===== config.mk =====
export PLATFORM = sky130hd
export DESIGN_NAME = cfg_reg_bank
export DESIGN_NICKNAME = d
export VERILOG_FILES = /design/src/rtl/cfg_reg_pkg.sv /design/src/rtl/cfg_reg_rd_pipe.sv /design/src/rtl/cfg_reg_bank.sv
export SDC_FILE = /design/constraint.sdc
export NUM_CORES = 1
export LEC_CHECK = 0
export BUFFER_PORTS_ARGS = -buffer_cell sky130_fd_sc_hd__buf_2
export CORE_MARGIN = 1.5
export CORE_UTILIZATION = 40
export DETAILED_ROUTE_END_ITERATION = 8
export GPL_ROUTABILITY_DRIVEN = 0
export HOLD_SLACK_MARGIN = 0.1
export PLACE_DENSITY_LB_ADDON = 0.12
export SLEW_MARGIN = 15
export SYNTH_ARGS = -nofsm -noshare
export SYNTH_HDL_FRONTEND = slang
export SYNTH_HIERARCHICAL = 1
export SYNTH_SLANG_ARGS = --single-unit

===== constraint.sdc =====
create_clock -name clk -period 2.2 [get_ports clk]
set_input_delay 0.22 -clock clk [delete_from_list [all_inputs] [get_ports clk]]
set_output_delay 0.22 -clock clk [all_outputs]
set_load 0.1 [all_outputs]

===== src/rtl/cfg_reg_pkg.sv =====
// Shared constants for the configuration register bank: default reset image,
// default exposure count and the legal read latencies.
package cfg_reg_pkg;

   localparam int unsigned CFG_DATA_W_DEF  = 8;
   localparam int unsigned CFG_ADDR_W_DEF  = 4;
   localparam int unsigned CFG_NUM_EXP_DEF = 4;

   // Register 2 = 0x81, register 3 = 0x20, everything else zero (reg 0 in LSBs).
   localparam logic [(2**CFG_ADDR_W_DEF)*CFG_DATA_W_DEF-1:0] CFG_RST_VAL_DEF =
      128'h0000_0000_0000_0000_0000_0000_2081_0000;

   typedef enum int unsigned {
      RD_LAT_1 = 1,
      RD_LAT_2 = 2
   } rd_lat_e;

   function automatic bit rd_lat_legal(input int unsigned lat);
      return (lat == int'(RD_LAT_1)) || (lat == int'(RD_LAT_2));
   endfunction

endpackage


===== src/rtl/cfg_reg_rd_pipe.sv =====
// Read-return delay line: one or two register stages carrying data and valid.
// The output data stage only loads on valid so the last read result is held.
module cfg_reg_rd_pipe
   import cfg_reg_pkg::*;
#(
   parameter int unsigned DATA_W = CFG_DATA_W_DEF,
   parameter int unsigned LAT    = 1
) (
   input  logic              clk_i,
   input  logic              rst_ni,
   input  logic              vld_i,
   input  logic [DATA_W-1:0] data_i,
   output logic              vld_o,
   output logic [DATA_W-1:0] data_o
);

   logic              vld1_q;
   logic [DATA_W-1:0] data1_q;

   always_ff @(posedge clk_i or negedge rst_ni) begin
      if (!rst_ni) begin
         vld1_q  <= 1'b0;
         data1_q <= '0;
      end else begin
         vld1_q <= vld_i;
         if (vld_i) begin
            data1_q <= data_i;
         end
      end
   end

   if (LAT == int'(RD_LAT_2)) begin : g_two_stage
      logic              vld2_q;
      logic [DATA_W-1:0] data2_q;

      always_ff @(posedge clk_i or negedge rst_ni) begin
         if (!rst_ni) begin
            vld2_q  <= 1'b0;
            data2_q <= '0;
         end else begin
            vld2_q <= vld1_q;
            if (vld1_q) begin
               data2_q <= data1_q;
            end
         end
      end

      assign vld_o  = vld2_q;
      assign data_o = data2_q;
   end else begin : g_one_stage
      assign vld_o  = vld1_q;
      assign data_o = data1_q;
   end

endmodule


===== src/rtl/cfg_reg_bank.sv =====
// Configuration register bank: masked writes, per-register read-only protection,
// pipelined reads and a continuously exposed low register window.
module cfg_reg_bank
   import cfg_reg_pkg::*;
#(
   parameter int unsigned                          DATA_W  = CFG_DATA_W_DEF,
   parameter int unsigned                          ADDR_W  = CFG_ADDR_W_DEF,
   parameter int unsigned                          NUM_EXP = CFG_NUM_EXP_DEF,
   parameter logic [(2**ADDR_W)-1:0]               RO_MASK = '0,
   parameter logic [(2**ADDR_W)*DATA_W-1:0]        RST_VAL = CFG_RST_VAL_DEF,
   parameter int unsigned                          RD_LAT  = 1
) (
   input  logic                      clk,
   input  logic                      rst,
   input  logic                      wr_en,
   input  logic                      rd_en,
   input  logic [ADDR_W-1:0]         addr,
   input  logic [DATA_W-1:0]         wr_data,
   input  logic [DATA_W-1:0]         wr_mask,
   output logic [DATA_W-1:0]         rd_data,
   output logic                      rd_vld,
   output logic                      wr_err,
   output logic [NUM_EXP*DATA_W-1:0] cfg_regs,
   output logic                      cfg_upd
);

   localparam int unsigned DEPTH = 2**ADDR_W;

   if (!rd_lat_legal(RD_LAT)) begin : g_bad_rd_lat
      $error("cfg_reg_bank: RD_LAT must be 1 or 2");
   end
   if ((NUM_EXP < 1) || (NUM_EXP > DEPTH)) begin : g_bad_num_exp
      $error("cfg_reg_bank: NUM_EXP must be in 1..2**ADDR_W");
   end

   logic [DATA_W-1:0] mem_q [DEPTH];
   logic [DATA_W-1:0] old_val;
   logic [DATA_W-1:0] mem_d;
   logic              wr_ok;
   logic              wr_err_d;
   logic              wr_err_q;
   logic              cfg_upd_d;
   logic              cfg_upd_q;

   // old_val feeds both the write merge and the read pipe, so a same-edge
   // read always returns the pre-write contents.
   always_comb begin
      old_val   = mem_q[addr];
      mem_d     = (old_val & ~wr_mask) | (wr_data & wr_mask);
      wr_ok     = wr_en & ~RO_MASK[addr];
      wr_err_d  = wr_en & RO_MASK[addr];
      cfg_upd_d = wr_ok && (32'(addr) < NUM_EXP) && (mem_d != old_val);
   end

   always_ff @(posedge clk or negedge rst) begin
      if (!rst) begin
         for (int unsigned i = 0; i < DEPTH; i++) begin
            mem_q[i] <= RST_VAL[i*DATA_W +: DATA_W];
         end
         wr_err_q  <= 1'b0;
         cfg_upd_q <= 1'b0;
      end else begin
         if (wr_ok) begin
            mem_q[addr] <= mem_d;
         end
         wr_err_q  <= wr_err_d;
         cfg_upd_q <= cfg_upd_d;
      end
   end

   always_comb begin
      cfg_regs = '0;
      for (int unsigned i = 0; i < NUM_EXP; i++) begin
         cfg_regs[i*DATA_W +: DATA_W] = mem_q[i];
      end
   end

   assign wr_err  = wr_err_q;
   assign cfg_upd = cfg_upd_q;

   cfg_reg_rd_pipe #(
      .DATA_W (DATA_W),
      .LAT    (RD_LAT)
   ) u_rd_pipe (
      .clk_i  (clk),
      .rst_ni (rst),
      .vld_i  (rd_en),
      .data_i (old_val),
      .vld_o  (rd_vld),
      .data_o (rd_data)
   );

endmodule

-- Word level (Yosys, flattened, before mapping)
Memories as Yosys holds them, arrays and structs flattened.
Index checks and enable logic that the tools add are counted.
- register bits after elaboration: 139
- latch bits: 0
- bits in writable memories: 0
- ROM bits: 16
- input port bits: 24
- logic and storage cells: 44
- memories: 1
- memory list (name ; depth ; bits a word ; rd ports ; clocked after memory_dff ; wr ports ; RTL line ; source):
    (no name shown) ; 16 ; 1 ; 1 ; 0 ; 0 ; cfg_reg_bank.sv:51 ; wr_err_d = wr_en & RO_MASK[addr];
- add/sub/neg operators: 0
- multiply operators: 0
- divide/modulo/power cells: 0
- order comparisons: 4
- equal/unequal tests: 1
- shift operators: 0
- mux-type cells: 7
- bitwise gates (word level): 8
- reductions and logical operators: 3
- operators by type and width (operator ; count):
    $bwmux 128 ; 1
    $bmux 8 s4 ; 1
    $demux 8 s4 ; 1
    $mux 8 ; 3
    $and 8x8->8 ; 2
    $ne 8x8->1 ; 1
    $not 8->8 ; 1
    $or 8x8->8 ; 1
    $ge 5x5->1 const B ; 1
    $lt 4x5->1 const B ; 1
    $lt 5x1->1 const B ; 1
    $not 4->5 ; 1
    $lt 4x3->1 const B ; 1
    $logic_and 1x1->1 ; 3
    $and 1x1->1 ; 2
    $mux 1 ; 1
    $not 1->1 ; 1

-- Logic depth before layout (Yosys ltp)
Gate-level depths: netlist (run 1).
- depth after elaboration: 8
- depth in mapped cells: 10
- mapped depth without buffers: 7

-- Modules after synthesis
The synthesis (run 1) kept the hierarchy.
- modules (own cells, without submodules) (module ; times used ; cells each ; area each (um2) ; sequential area each (um2)):
    cfg_reg_bank ; 1 ; 512 ; 6562.5 ; 3231.8
    cfg_reg_rd_pipe ; 1 ; 18 ; 356.6 ; 225.2

-- Least setup slack after synthesis (run 1)
Ideal clock, no wire load.
- path kind: input to register
- start point: in addr[0]
- end point: reg cfg_upd_q, in the netlist cfg_upd
- data arrival time: 1940 ps
- path slack: 126 ps
- stages on the path: 9
- path through: buf_4 buf_4 buf_6 mux4_2 a22oi_1 a21o_1 nand3_1 a221oi_1 a31oi_1
- word-level cells in the longest chain between the ends: 8
- elaborated cells between the ends (all ways): 14
- those cells by class: 1 x order compare; 1 x eq/ne; 4 x mux; 5 x bitwise; 2 x reduce/logical; 1 x memory
- ends and longest elaborated chain (what ; RTL line ; source):
    start: declaration ; cfg_reg_bank.sv:17 ; input logic [ADDR_W-1:0] addr,
    $not 4->5 (not written as such) ; cfg_reg_bank.sv:48 ; old_val = mem_q[addr];
    $bmux 8 s4 ; cfg_reg_bank.sv:48 ;
    $mux 8 (not written as such) (2 in a row) ; cfg_reg_bank.sv:48 ;
    $and 8x8->8 ; cfg_reg_bank.sv:49 ; mem_d = (old_val & ~wr_mask) | (wr_data & wr_mask);
    $or 8x8->8 ; cfg_reg_bank.sv:49 ;
    $ne 8x8->1 ; cfg_reg_bank.sv:52 ; cfg_upd_d = wr_ok && (32'(addr) < NUM_EXP) && (mem_d != old_val);
    $logic_and 1x1->1 * ; cfg_reg_bank.sv:52 ;
    net cfg_upd_d ; cfg_reg_bank.sv:42 ; logic cfg_upd_d;
    end signal: assignment ; cfg_reg_bank.sv:67 ; cfg_upd_q <= cfg_upd_d;
    end: declaration ; cfg_reg_bank.sv:43 ; logic cfg_upd_q;
The timed path passes the listed nets; every way through them passes the cells marked *. The select of a mux whose other input is x is not followed.
A chain may end at the register's enable or synchronous reset.

-- Final worst setup path (run 1)
- start point: reg mem_q, in the netlist cfg_regs[4]
- end point: reg cfg_upd_q, in the netlist cfg_upd
- word-level cells in the longest chain between the ends: 7
- ends and longest elaborated chain (what ; RTL line ; source):
    start: declaration ; cfg_reg_bank.sv:36 ; logic [DATA_W-1:0] mem_q [DEPTH];
    start signal: indexed assignment ; cfg_reg_bank.sv:58 ; mem_q[i] <= RST_VAL[i*DATA_W +: DATA_W];
    start signal: indexed assignment ; cfg_reg_bank.sv:64 ; mem_q[addr] <= mem_d;
    $bmux 8 s4 * ; cfg_reg_bank.sv:48 ;
    $mux 8 (not written as such) * (2 in a row) ; cfg_reg_bank.sv:48 ;
    $and 8x8->8 ; cfg_reg_bank.sv:49 ;
    $or 8x8->8 ; cfg_reg_bank.sv:49 ;
    $ne 8x8->1 * ; cfg_reg_bank.sv:52 ;
    $logic_and 1x1->1 * ; cfg_reg_bank.sv:52 ;
    net cfg_upd_d ; cfg_reg_bank.sv:42 ;
Marks and branches as above.

==> impl_metrics.env, run 1 <==
export IMPL_status="finished, final reports clean"
export IMPL_relSlewSlack_pct=48.2
export IMPL_grt_overflow_total=0
export IMPL_synth_cell_type_count=40
export IMPL_power_switching_uw=4140
export IMPL_final_layout_size_suffix_gt1_share_pct=50.7
export IMPL_grt_pass1_vias=4883
export IMPL_clk_pin_slew_worst_paths_ns=0.06
export IMPL_syn_nets=554
export IMPL_die_h_um=135
export IMPL_start_kind="flop"
export IMPL_power_frac_clock_pct=28.3
export IMPL_syn_cell_area_um2=6920
export IMPL_criticalPathCategory="flop to flop"
export IMPL_cts_tree="built"
export IMPL_wire_per_inst_um=20.6
export IMPL_p_int_uw=6550
export IMPL_setup_slack_ns=0.0400
export IMPL_min_path_type="primary input to flop"
export IMPL_power_frac_comb_pct=36.4
export IMPL_ys_ff_latch=138
export IMPL_clock_sinks=138
export IMPL_htree_levels=4
export IMPL_p_leak_uw=0.00381
export IMPL_yosys_area_share_adder_pct=0
export IMPL_grt_pass1_wl_um=28600
export IMPL_clock_path_buffers=2
export IMPL_cts_buffers=17
export IMPL_cap_viol_max_count=0
export IMPL_seqPwrFrac_pct=35.3
export IMPL_synthArstFlopShare_pct=100
export IMPL_synthMuxAreaShare_pct=29.4
export IMPL_synth_compound_area_share_pct=7.09
export IMPL_synth_common_cells="dfrtp_1, mux2_2, nor2_1, buf_4"
export IMPL_syn_area_per_cell_um2=13.1
export IMPL_yosys_area_share_simple_pct=6.64
export IMPL_antenna_found_initial=1
export IMPL_clk_latency_ns=0.43
export IMPL_route_detailed_drc=0
export IMPL_cts_root_buffer="clkbuf_16"
export IMPL_ir_drop_mv=0.869
export IMPL_arrival_ns=2.45
export IMPL_wirelength_um=18000
export IMPL_crit_required_ns=2.49
export IMPL_die_area_um2=18100
export IMPL_core_area_um2=16800
export IMPL_finalCritPeriodShare_pct=98.2
export IMPL_viasPerCell=5.35
export IMPL_port_buffers=65
export IMPL_drv_slew=0
export IMPL_post_cts_buffers=0
export IMPL_syn_instance_count=530
export IMPL_synth_top_area_share_pct=48.8
export IMPL_cp_max_fo=3
export IMPL_layout_min_cycle_time_ns=2.16
export IMPL_max_clock_freq_mhz=463
export IMPL_dpl_hpwl_um=13200
export IMPL_start_util_pct=41.3
export IMPL_num_nets_final=664
export IMPL_ys_warn_count=6
export IMPL_yosysMostFrequentCell="dfrtp_1"
export IMPL_tns_ns=0
export IMPL_yosysSeqAreaShare_pct=50.0
export IMPL_place_ws_ns=-0.282
export IMPL_swShare_pct=38.7
export IMPL_fill_cells=1497
export IMPL_drtIter0Drc=297
export IMPL_finClkSkew_ns=0.0100
export IMPL_final_setup_viol_count=0
export IMPL_grt_max_degree=51
export IMPL_power_density_nw_per_um2=1260
export IMPL_endpoint_kind="flop"
export IMPL_synth_top_family_by_area="multiplexers"
export IMPL_first_pass_iters=4
export IMPL_synth_top_flop_cell="dfrtp_1"
export IMPL_synthToLayoutAreaGrowth_pct=22.6
export IMPL_rows=47
export IMPL_synth_top_area_cell="dfrtp_1"
export IMPL_n_antenna_cell=0
export IMPL_synth_edff_count=0
export IMPL_drt_antenna_violating_nets=0
export IMPL_synthXorXnorAreaFrac_pct=0.506
export IMPL_vias=4669
export IMPL_yosys_top_cells_area="dfrtp_1, mux2_2, mux4_2"
export IMPL_track_usage_pct=21.6
export IMPL_die_width_um=135
export IMPL_max_slew_worst_pin_slew_ns=0.774
export IMPL_finalHoldViolCount=0
export IMPL_ios=67
[power by group through the flow]
stage / clock network [µW] / logic, µW / registers [µW]
4_1_cts: 3070 / 3910 / 3770
3_5_place_dp: 0 / 3890 / 3810
2_1_floorplan: 0 / 2960 / 4000
5_1_grt: 3210 / 4130 / 3870
3_3_place_gp: 0 / 3840 / 3760
6_report: 3030 / 3900 / 3770
[kinds of logic (layout without fill, tap and decap cells)]
kind of cell           count (synthesis)  in the layout
other                                  1              1
flip-flops                           138            138
multiplexers                         150            150
AO/OA/AOI/OAI                         77             77
XOR/XNOR                               4              4
buffers and inverters                 63            186
AND/OR/NAND/NOR                       97             97
[flip-flops by register name, summed over array words and instances (netlist names)]
name	cells
mem_q	96
cfg_regs	32
u_rd_pipe/data_o	8
cfg_upd	1
u_rd_pipe/vld_o	1
[worst paths after layout]
check,start,slack (ns),end,cells after the start
worst min register to register,cfg_regs[16],0.50,cfg_regs[16],2
worst min-delay path,rd_en,0.17,u_rd_pipe/vld_o,1
worst max-delay path,cfg_regs[4],0.04,cfg_upd,6
max in group asynchronous,rst,1.25,cfg_regs[23],3
min in group asynchronous,rst,0.29,mem_q[32],2
worst max register to register,cfg_regs[4],0.04,cfg_upd,6
[per-layer routing]
metal / track usage (%) / part of all wire (%)
met1: 29.9 / 47
met2: 34.3 / 48
met3: 4.95 / 3.8
met4: 5.85 / 1.2
met5: 0 / 0.039
[critical path, cell delays in order, from the launching register on]
cell,delay (ns)
dfrtp_1,0.40
mux4_2,0.47
mux2_4,0.31
a22oi_2,0.21
o2111ai_2,0.16
a221oi_2,0.35
a31oi_1,0.12
[timing repair]
item                                   in CTS  in global routing
pin swaps                                   1                  3
hold buffers                                1                  0
resized for setup                           1                  4
setup endpoints to repair                   1                  2
endpoints found under the hold margin      42                  0
[through the flow]
stage          utilization [%]  total power, µW  cell area (µm²)  hold WS, ns  cells
6_report                  50.6            10700             8490        0.172    873
5_1_grt                   50.6            11200             8490        0.161    873
3_3_place_gp              46.7             7600             7820        0.172    840
4_1_cts                   50.5            10800             8460        0.186    873
3_5_place_dp              46.7             7700             7820        0.175    840
2_1_floorplan                -             6960             6920      -0.0756    530
[cells in the final DEF (no fill, tap or decap), types with 7 or more instances in the layout]
master and instances:
mux2_2 93, nor2_1 43, o21ai_1 9, buf_4 81
nand2_1 26, mux2i_1 17, o31ai_1 9, mux2_4 10
clkbuf_16 17, buf_2 64, a22oi_1 8, mux4_2 29
dfrtp_1 135, a221oi_1 7, a21oi_1 29
[layout make-up]
| class | count | area [µm²] | share of cell area, % |
|---|---|---|---|
| Inverter | 1 | 3.75 | 0.0442 |
| Tap cell | 220 | 275 | 3.24 |
| Clock inverter | 14 | 195 | 2.30 |
| Clock buffer | 18 | 429 | 5.06 |
| Sequential cell | 138 | 3460 | 40.7 |
| Timing Repair Buffer | 153 | 1070 | 12.6 |
| Multi-Input combinational cell | 329 | 3060 | 36.0 |
Power figures use the tool's default switching activity.
==> run 2, diff against run 1 <==
==> constraint.sdc (replaced) <==
create_clock -name clk -period 2.7 [get_ports clk]
set_input_delay 0.27 -clock clk [delete_from_list [all_inputs] [get_ports clk]]
set_output_delay 0.27 -clock clk [all_outputs]
set_load 0.1 [all_outputs]
==> run 2 against run 1 <==
Critical path depth stayed put. First-iteration DRC count grew 7.4%. Sequential share of layout area up 1.7 points. Register-to-register slack gained 0.44 ns. Cell area down 4.1%. Clock-buffer cell count is 4 higher. Clock skew down 0.0024 ns. Fmax fell by 2.5%. Non-clock buffer count shrank 37. Combinational power is 22% lower. Setup slack improved by 0.44 ns. Sequential cell count unchanged. Critical endpoint unchanged.
==> impl_metrics.env, run 2 (synthesis gave the netlist of run 1 again) <==
export IMPL_status="finished, final reports clean"
export IMPL_cap_viol_max_count=0
export IMPL_grt_max_degree=80
export IMPL_cp_top_family="multiplexers"
export IMPL_synthToLayoutAreaGrowth_pct=17.6
export IMPL_largest_reg_flops=96
export IMPL_cts_resized=0
export IMPL_die_h_um=135
export IMPL_htree_levels=4
export IMPL_start_util_pct=41.3
export IMPL_seqPwrFrac_pct=35.9
export IMPL_clock_sinks=138
export IMPL_cts_tree="built"
export IMPL_layout_commonest_cell="dfrtp_1"
export IMPL_num_nets_final=627
export IMPL_cp_slowest_cell="mux4_2"
export IMPL_vias=4572
export IMPL_clock_path_buffers=2
export IMPL_criticalPathCategory="flop to flop"
export IMPL_ir_drop_mv=0.708
export IMPL_cts_root_buffer="clkbuf_16"
export IMPL_clk_latency_ns=0.42
export IMPL_route_detailed_drc=0
export IMPL_power_density_nw_per_um2=1050
export IMPL_tns_ns=0
export IMPL_final_setup_viol_count=0
export IMPL_max_clock_freq_mhz=451
export IMPL_final_cell_mix="dfrtp_1, mux2_2, buf_2"
export IMPL_cp_common_cell="mux4_2"
export IMPL_antenna_found_initial=0
export IMPL_finalHoldViolCount=0
export IMPL_min_path_type="primary input to flop"
export IMPL_track_usage_pct=21.0
export IMPL_viasPerCell=5.47
export IMPL_cts_hold_buf=1
export IMPL_clk_pin_slew_worst_paths_ns=0.06
export IMPL_crit_buf_inv=1
export IMPL_relSlewSlack_pct=39.5
export IMPL_max_slew_worst_pin_slew_ns=0.904
export IMPL_grt_pass1_wl_um=27900
export IMPL_post_cts_buffers=0
export IMPL_drtIter0Drc=319
export IMPL_cts_buffers=17
export IMPL_crit_required_ns=2.98
export IMPL_cp_max_fo=3
export IMPL_rsz0062_at_grt="no"
export IMPL_dp_cells=803
export IMPL_wire_per_inst_um=21.3
export IMPL_top_register="mem_q"
export IMPL_grt_overflow_total=0
export IMPL_power_switching_uw=3310
export IMPL_endpoint_kind="flop"
export IMPL_finClkSkew_ns=0.00762
export IMPL_rows=47
export IMPL_dpl_hpwl_um=12900
export IMPL_arrival_ns=2.49
export IMPL_p_int_uw=5220
export IMPL_wirelength_um=17800
export IMPL_path_cells="mux4_2 > mux4_2 > xor2_1 > a22oi_1 > buf_4 > a31oi_1"
export IMPL_layout_min_cycle_time_ns=2.22
export IMPL_p_leak_uw=0.00361
export IMPL_cp_slowest_stage_delay_ns=0.56
export IMPL_n_antenna_cell=0
export IMPL_drv_slew=0
export IMPL_swShare_pct=38.8
export IMPL_finalCritPeriodShare_pct=82.0
export IMPL_start_kind="flop"
export IMPL_core_area_um2=16800
export IMPL_die_area_um2=18100
export IMPL_grt_pass1_vias=4746
export IMPL_power_frac_clock_pct=28.6
export IMPL_final_layout_size_suffix_gt1_share_pct=47.2
export IMPL_first_pass_iters=5
export IMPL_drt_antenna_violating_nets=0
export IMPL_power_frac_comb_pct=35.5
export IMPL_ios=67
export IMPL_die_width_um=135
export IMPL_final_instance_count_excl_fill=836
export IMPL_port_buffers=65
==> run 2: changes by cell type in the layout (fill, tap and decap cells not counted), moves of 2 or more <==
| cell | previous run | this run |
|---|---|---|
| buf_4 | 81 | 47 |
| clkbuf_8 | 0 | 4 |
| buf_12 | 6 | 3 |
| inv_6 | 2 | 0 |
| mux2_2 | 93 | 95 |
| mux2_4 | 10 | 8 |
==> run 2: power by group through the flow <==
stage,sequential (µW),combinational [µW],clock (µW)
floorplan,3260,2410,0
global placement,3080,3000,0
detailed placement,3100,3040,0
CTS,3070,3050,2480
global route,3150,3190,2580
finish,3070,3030,2440
==> run 2: final timing paths <==
path	start	endpoint	slack (ns)	cells after the start
min in group asynchronous	rst	cfg_regs[24]	0.46	2
max in group asynchronous	rst	mem_q[90]	1.35	3
setup / recovery	cfg_regs[5]	cfg_upd	0.48	6
hold / removal	wr_mask[0]	cfg_regs[16]	0.21	3
hold reg to reg	cfg_regs[16]	cfg_regs[16]	0.49	2
setup reg to reg	cfg_regs[5]	cfg_upd	0.48	6
==> run 2: layer usage <==
| metal | part of all wire [%] | global-route usage (%) | vias up | wire length, µm |
|---|---|---|---|---|
| li1 | - | - | 2059 | - |
| met1 | 47 | 29.0 | 2353 | 8310 |
| met2 | 47 | 33.4 | 142 | 8370 |
| met3 | 4.8 | 4.02 | 18 | 849 |
| met4 | 1.5 | 7.23 | 0 | 263 |
| met5 | 0 | 0 | - | 0 |
==> run 2: worst reg2reg max path: cells and delay by family, from the launching register on <==
family / cells / cell delay (ns)
AOI/OAI and AO/OA: 2 / 0.30
xor gates and xnor gates: 1 / 0.19
buffers and inverters: 1 / 0.16
DFF: 1 / 0.40
muxes: 2 / 1.03
==> run 2: area by class of cell <==
| cell class | count | area [µm²] |
|---|---|---|
| Fill cell | 1511 | 8620 |
| Clock buffer | 22 | 484 |
| Sequential cell | 138 | 3460 |
| Tap cell | 220 | 275 |
| Clock inverter | 10 | 140 |
| Timing Repair Buffer | 116 | 754 |
| Multi-Input combinational cell | 329 | 3020 |
| Inverter | 1 | 3.75 |
==> run 2: through the flow <==
step                util (%)  power (µW)  area (µm²)  setup WS [ns]  hold slack (ns)
finish                  48.6        8530        8140          0.485            0.214
global route            48.6        8930        8140          0.361            0.217
CTS                     48.6        8600        8140          0.468            0.195
detailed placement      44.8        6140        7500          0.114            0.372
global placement        44.8        6080        7500          0.188            0.362
floorplan                  -        5670        6920          0.576          -0.0256
